`config.mk`:
```
export PLATFORM = sky130hd
export DESIGN_NAME = sch_pipe
export DESIGN_NICKNAME = d
export VERILOG_FILES = /design/src/rtl/sch_pkg.sv /design/src/rtl/sch_lane_mul.sv /design/src/rtl/sch_pipe.sv
export SDC_FILE = /design/constraint.sdc
export NUM_CORES = 1
export LEC_CHECK = 0
export BUFFER_PORTS_ARGS = -buffer_cell sky130_fd_sc_hd__buf_4
export CELL_PAD_IN_SITES_DETAIL_PLACEMENT = 0
export CELL_PAD_IN_SITES_GLOBAL_PLACEMENT = 2
export CORE_MARGIN = 2
export CORE_UTILIZATION = 34
export DETAILED_ROUTE_END_ITERATION = 16
export PLACE_DENSITY = 0.88
export SYNTH_ARGS = -nofsm -noshare
export SYNTH_HDL_FRONTEND = slang
export SYNTH_SLANG_ARGS = --single-unit
```
`constraint.sdc`:
```
create_clock -name clk -period 3.35 [get_ports clk]
set_clock_uncertainty 0.1 [all_clocks]
set_input_delay 0.1675 -clock clk [delete_from_list [all_inputs] [get_ports clk]]
set_output_delay 0.1675 -clock clk [all_outputs]
set_load 0.01 [all_outputs]
```
`src/rtl/sch_pkg.sv`:
```
// sch_pipe shared types and helpers.
// Lane product width and 2x2 multiply, also used by reference models.
package sch_pkg;

  localparam int PROD_W = 4;

  function automatic logic [PROD_W-1:0] mul2x2(
    input logic [1:0] a,
    input logic [1:0] b
  );
    logic [PROD_W-1:0] ax;
    logic [PROD_W-1:0] bx;
    ax = {2'b00, a};
    bx = {2'b00, b};
    return ax * bx;
  endfunction

endpackage

```
`src/rtl/sch_lane_mul.sv`:
```
// One lane of the sch_pipe multiply stage.
// Combinational 2-bit by 2-bit multiply, 4-bit result.
module sch_lane_mul
  import sch_pkg::*;
(
  input  logic [1:0]        a,
  input  logic [1:0]        b,
  output logic [PROD_W-1:0] p
);

  assign p = mul2x2(a, b);

endmodule

```
`src/rtl/sch_pipe.sv`:
```
// Two-stage add-then-multiply lane array with valid/ready flow control.
// Ripple add in stage 1, per-lane 2x2 multiply registered in stage 2.
module sch_pipe
  import sch_pkg::*;
#(
  parameter int N = 4
) (
  input  logic         clk,
  input  logic         rst,
  input  logic         in_valid,
  output logic         in_ready,
  input  logic [N-1:0] a1,
  input  logic [N-1:0] a0,
  input  logic         cin,
  input  logic         chain,
  input  logic [N-1:0] m2,
  input  logic [N-1:0] m1,
  input  logic [N-1:0] m0,
  output logic         out_valid,
  input  logic         out_ready,
  output logic [N-1:0] mout3,
  output logic [N-1:0] mout2,
  output logic [N-1:0] mout1,
  output logic [N-1:0] mout0,
  output logic         cout
);

  logic         s1_v;
  logic         s2_v;
  logic         carry_q;
  logic [N-1:0] s1_sum;
  logic [N-1:0] s1_m2;
  logic [N-1:0] s1_m1;
  logic [N-1:0] s1_m0;
  logic         s1_c;
  logic [N-1:0] s2_p3;
  logic [N-1:0] s2_p2;
  logic [N-1:0] s2_p1;
  logic [N-1:0] s2_p0;
  logic         s2_c;

  logic         s2_ld;
  logic         s1_ld;
  logic         acc;
  logic [N:0]   c;
  logic [N-1:0] sum;
  logic [PROD_W-1:0] prod [N];

  assign s2_ld    = !s2_v || out_ready;
  assign s1_ld    = !s1_v || s2_ld;
  assign in_ready = s1_ld;
  assign acc      = in_valid && in_ready;

  always_comb begin
    c   = '0;
    sum = '0;
    c[0] = chain ? carry_q : cin;
    for (int i = 0; i < N; i++) begin
      sum[i]   = a0[i] ^ a1[i] ^ c[i];
      c[i+1]   = (a0[i] & a1[i]) |
                 (a0[i] & c[i])  |
                 (a1[i] & c[i]);
    end
  end

  for (genvar i = 0; i < N; i++) begin : g_lane
    sch_lane_mul u_mul (
      .a ({s1_sum[i], s1_m2[i]}),
      .b ({s1_m1[i], s1_m0[i]}),
      .p (prod[i])
    );
  end

  always_ff @(posedge clk) begin
    if (rst) begin
      s1_v    <= 1'b0;
      carry_q <= 1'b0;
      s1_sum  <= '0;
      s1_m2   <= '0;
      s1_m1   <= '0;
      s1_m0   <= '0;
      s1_c    <= 1'b0;
    end else if (s1_ld) begin
      s1_v <= acc;
      if (acc) begin
        carry_q <= c[N];
        s1_sum  <= sum;
        s1_m2   <= m2;
        s1_m1   <= m1;
        s1_m0   <= m0;
        s1_c    <= c[N];
      end
    end
  end

  // Data only moves with a real transaction so idle outputs stay put.
  always_ff @(posedge clk) begin
    if (rst) begin
      s2_v  <= 1'b0;
      s2_p3 <= '0;
      s2_p2 <= '0;
      s2_p1 <= '0;
      s2_p0 <= '0;
      s2_c  <= 1'b0;
    end else if (s2_ld) begin
      s2_v <= s1_v;
      if (s1_v) begin
        for (int i = 0; i < N; i++) begin
          s2_p3[i] <= prod[i][3];
          s2_p2[i] <= prod[i][2];
          s2_p1[i] <= prod[i][1];
          s2_p0[i] <= prod[i][0];
        end
        s2_c <= s1_c;
      end
    end
  end

  assign out_valid = s2_v;
  assign mout3     = s2_p3;
  assign mout2     = s2_p2;
  assign mout1     = s2_p1;
  assign mout0     = s2_p0;
  assign cout      = s2_c;

endmodule

```
### Yosys cells after proc, flatten, opt, wreduce, memory -nomap -nowiden

Index checks and enable logic that the tools add are counted.

| operators by class | value |
|---|---|
| multipliers | 4 |
| mux-type cells | 1 |
| bitwise logic cells | 28 |
| reductions and logical operators | 7 |

Operator list:

| cell | number |
|---|---|
| $mul A2 B2 Y4 | 4 |
| $and A1 B1 Y1 | 12 |
| $or A1 B1 Y1 | 8 |
| $xor A1 B1 Y1 | 8 |
| $reduce_and A2 Y1 | 2 |
| $logic_not A1 Y1 | 2 |
| $logic_or A1 B1 Y1 | 2 |
| $logic_and A1 B1 Y1 | 1 |
| $mux W1 | 1 |

| storage, ports and cells | value |
|---|---|
| register bits after elaboration | 36 |
| bits of input ports | 26 |
| output and inout port bits | 19 |
| logic and storage cells | 52 |

### Depth between registers and ports, before layout

| logic depth | value |
|---|---|
| depth after elaboration | 13 |
| depth in mapped cells | 8 |
| gate-level depth less buffers | 8 |

### Hierarchy

A second synthesis with hierarchy kept.

| second synthesis, totals | value |
|---|---|
| cells, all modules | 191 |
| area, all modules | 1781.7 µm² |

By module, submodules not included:

| module | instances | cells an instance | area an instance (µm²) | seq. area each (µm²) |
|---|---|---|---|---|
| sch_pipe | 1 | 167 | 1581.5 | 720.7 |
| sch_lane_mul | 4 | 6 | 50.0 | 0.0 |

### Worst setup path before layout

OpenSTA, ideal clock, no wires.

| timing path | value |
|---|---|
| path type | register to register |
| from | reg, netlist name s1_c |
| to | reg s1_sum[3] |
| setup time | 0.086 ns |
| data arrival time | 2.029 ns |
| data required time | 3.164 ns |
| slack | 1.135 ns |
| cell stages (with the launch flop) | 9 |
| buffers on the path | 0 |
| period minus slack after synthesis | 2.215 ns |
| cell sequence | dfxtp_1 mux2i_1 fa_1 inv_1 fa_1 fa_1 inv_1 fa_1 a211oi_1 |

RTL lines:

| what | line | source |
|---|---|---|
| end signal, assigned | sch_pipe.sv:87 | `s1_sum <= sum;` |
| end, declared | sch_pipe.sv:31 | `logic [N-1:0] s1_sum;` |

==> flow_summary_export.csv <==
group,metric,value,unit
finish,syn_to_final_growth,24.4,%
clocking,cts_tree,"yes",
finish,final_layout_size_suffix_gt1_frac,0.235,
finish,final_cell_mix,"buf_4, dfxtp_1, nand2b_1",
placed_design,gp_congestion,0.701,
timing,fin_crit_sh,0.698,
timing,clock.fmax,427,MHz
global_route,grt_util_all_layers,0.136,
timing,timing.slew.headroom,0.532,
finish,fin_area,0.00219,mm²
detailed_routing,num_vias,1373,
clocking,cts_sinks,36,
global_route,grt_max_degree,51,
synth,postSynthAreaPerCell,9.43,µm²
global_route,grt_pass1_wl,6380,µm
clocking,cts_buffer_depth,2,
clocking,cts_made_buffers,5,
pwr,powerDensity,402,mW/mm²
flow_run,max_cap_viol_count,0,
worst_setup_path,cp_cell_sequence,"mux2i_1, fa_1, inv_1, fa_1, fa_1, inv_1, fa_1, a211oi_1",
detailed_routing,wl_per_cell,12.3,µm
timing,final_max_slew_viol_count,0,
timing,setup_tns,0,ns
placed_design,dpl_cell_area,0.00210,mm²
timing,min_period,2.34,ns
timing,rsz0062_at_grt,"false",
detailed_routing,finalWirelength,3650,µm
detailed_routing,wl_met2,1600,µm
worst_setup_path,cp_slowest_cell,"fa_1",
timing,worst_pin_slew,0.701,ns
global_route,grt_pass1_vias,1338,
synth,syn-num-nets,225,
detailed_routing,drt_iter0_markers,91,
synth,synth_seq_cells,36,
global_route,gr-total-overflow,0,
finish,final_nets,263,
worst_setup_path,cp.arrival,2.44,ns
synth,syn_inst,187,
clocking,cts_resized,0,
worst_setup_path,reg2regPathDepth,8,
synth,synth_cell_types,20,
detailed_routing,via_per_inst,4.64,
finish,num_antenna_cells,0,
global_route,antenna_found_initial,0,
floorplan,row_count,26,
worst_setup_path,cp_slowest_stage_delay,0.41,ns
worst_setup_path,critPathTopFamily,"adder cells",
detailed_routing,routed.top_layer,"met4",
worst_setup_path,cp.depth,8,
worst_setup_path,crit_top_cell,"fa_1",
worst_setup_path,worstPathMaxFanout,3,
min_path,hp-class,"in2reg",
worst_setup_path,critPathKind,"reg2reg",
worst_setup_path,critPathLaunchType,"flip-flop",
floorplan,num_io_pins,45,
detailed_routing,wl_met3,187,µm
detailed_routing,first_pass_iters,4,
detailed_routing,ant_nets,0,
floorplan,start_util,0.350,
clocking,path_clk_slew,0.07,ns
finish,final_common_cell,"buf_4",
synth,yosysWarnings,0,
worst_setup_path,crit_start,"s1_c",
clocking,clk_latency,0.28,ns
finish,nFillCells,534,
clocking,htree_levels,2,
detailed_routing,post-route-drc-count,0,
synth,syn_area,0.00176,mm²
floorplan,core_area,0.00504,mm²
run_status,status,"complete, no violations",
worst_setup_path,required,3.45,ns
placed_design,io_buffers,44,
pwr,leakage,0.000953,µW
floorplan,die-area,0.00578,mm²
clocking,cts_hold_buf,0,
timing,setup_viol,0,
floorplan,chipWidth,76.0,µm
clocking,root_buffer,"clkbuf_8",
clocking,post_cts_buffers,0,
worst_setup_path,end_kind,"flip-flop",
worst_setup_path,rr_startpoint,"s1_c",
worst_setup_path,r2r_slack,1.01,ns
worst_setup_path,r2r_end,"s1_sum[3]",
placed_design,dpl.hpwl,2550,µm
worst_setup_path,crit_buf_inv,2,
worst_setup_path,setup.worst_path.end,"s1_sum[3]",
pwr,ir_drop,198,µV
synth,synth-seq-area-share,0.409,
detailed_routing,met1_length,1820,µm
timing,finalHoldViolations,0,
floorplan,die_h,76.0,µm
## cells in the mapped netlist
cell type / count / share of area
a211oi_1: 3 / 0.013
a21oi_1: 22 / 0.062
a21oi_4: 1 / 0.0092
and2_1: 12 / 0.043
buf_12: 1 / 0.011
buf_2: 4 / 0.011
buf_6: 1 / 0.0064
clkbuf_1: 7 / 0.015
dfxtp_1: 36 / 0.41
fa_1: 4 / 0.045
ha_1: 8 / 0.057
inv_1: 8 / 0.017
mux2i_1: 15 / 0.085
nand2b_1: 28 / 0.099
nand3_1: 13 / 0.037
nand3b_1: 1 / 0.0043
nand4_1: 4 / 0.014
nor2b_4: 1 / 0.0078
o21ai_0: 17 / 0.048
or2b_2: 1 / 0.0050
## sequential cells by signal, summed over array words and instances, names as in the netlist
name,flops
mout0,4
mout1,4
s1_v,1
s1_m1,4
mout2,4
out_valid,1
s1_m0,4
s1_m2,4
mout3,4
s1_c,1
s1_sum,4
cout,1
## logic make-up after synthesis
kind of cell / after synthesis / share of synthesized area
and+or+nand+nor: 60 / 0.210
AOI/OAI and AO/OA: 43 / 0.133
DFF: 36 / 0.409
buffers and inverters: 21 / 0.0610
muxes: 15 / 0.0852
adders and majority gates: 12 / 0.102
## stage by stage
stage                     power (µW)  setup slack [ns]   util  std cells  hold WS, ns
after detailed placement         579              1.01  0.417        288        0.347
after CTS                        897             0.993  0.435        296       0.0426
after global placement           576              1.09  0.417        288        0.341
after floorplan                  535              1.14      -        187        0.222
after global routing             933             0.857  0.435        296       0.0423
final                            881              1.01  0.435        296       0.0481
## worst min-delay path by stage
stage | startpoint | to | slack, ns | cells after the start
after CTS | m0[0] | s1_m0[0] | 0.04 | 3
after detailed placement | m2[2] | s1_m2[2] | 0.35 | 3
after global routing | m2[0] | s1_m2[0] | 0.04 | 3
after floorplan | m0[3] | s1_m0[3] | 0.22 | 2
after global placement | m2[2] | s1_m2[2] | 0.34 | 3
final | m2[2] | s1_m2[2] | 0.05 | 3
## routing by layer
layer | global-route usage | vias to the layer above
met5 | 0 | -
li1 | - | 714
met2 | 0.200 | 29
met4 | 0.0545 | 0
met3 | 0.0498 | 4
met1 | 0.181 | 626
## area by class of cell
cell class                      instances  area [µm²]  share of cell area
Multi-Input combinational cell        130         935               0.426
Tap cell                               70        87.6              0.0399
Inverter                                8        30.0              0.0137
Clock buffer                            8        90.1              0.0411
Sequential cell                        36         721               0.329
Timing Repair Buffer                   44         330               0.151
## worst reg2reg max path, delay by kind of cell (launching register included)
family                   cells  cell delay, ns
AO/OA/AOI/OAI                1            0.19
flip-flops                   1            0.33
multiplexers                 1            0.16
adder cells (fa/ha/maj)      4            1.35
buffers and inverters        2            0.12
## report_power, final
group	switching (µW)	leakage, µW	total [µW]	internal, µW
clock network	146	0.0000455	314	168
registers	16.9	0.000294	464	447
logic	48.9	0.000613	103	54.4
total	212	0.000953	881	669
(Power assumes the default switching activity.)
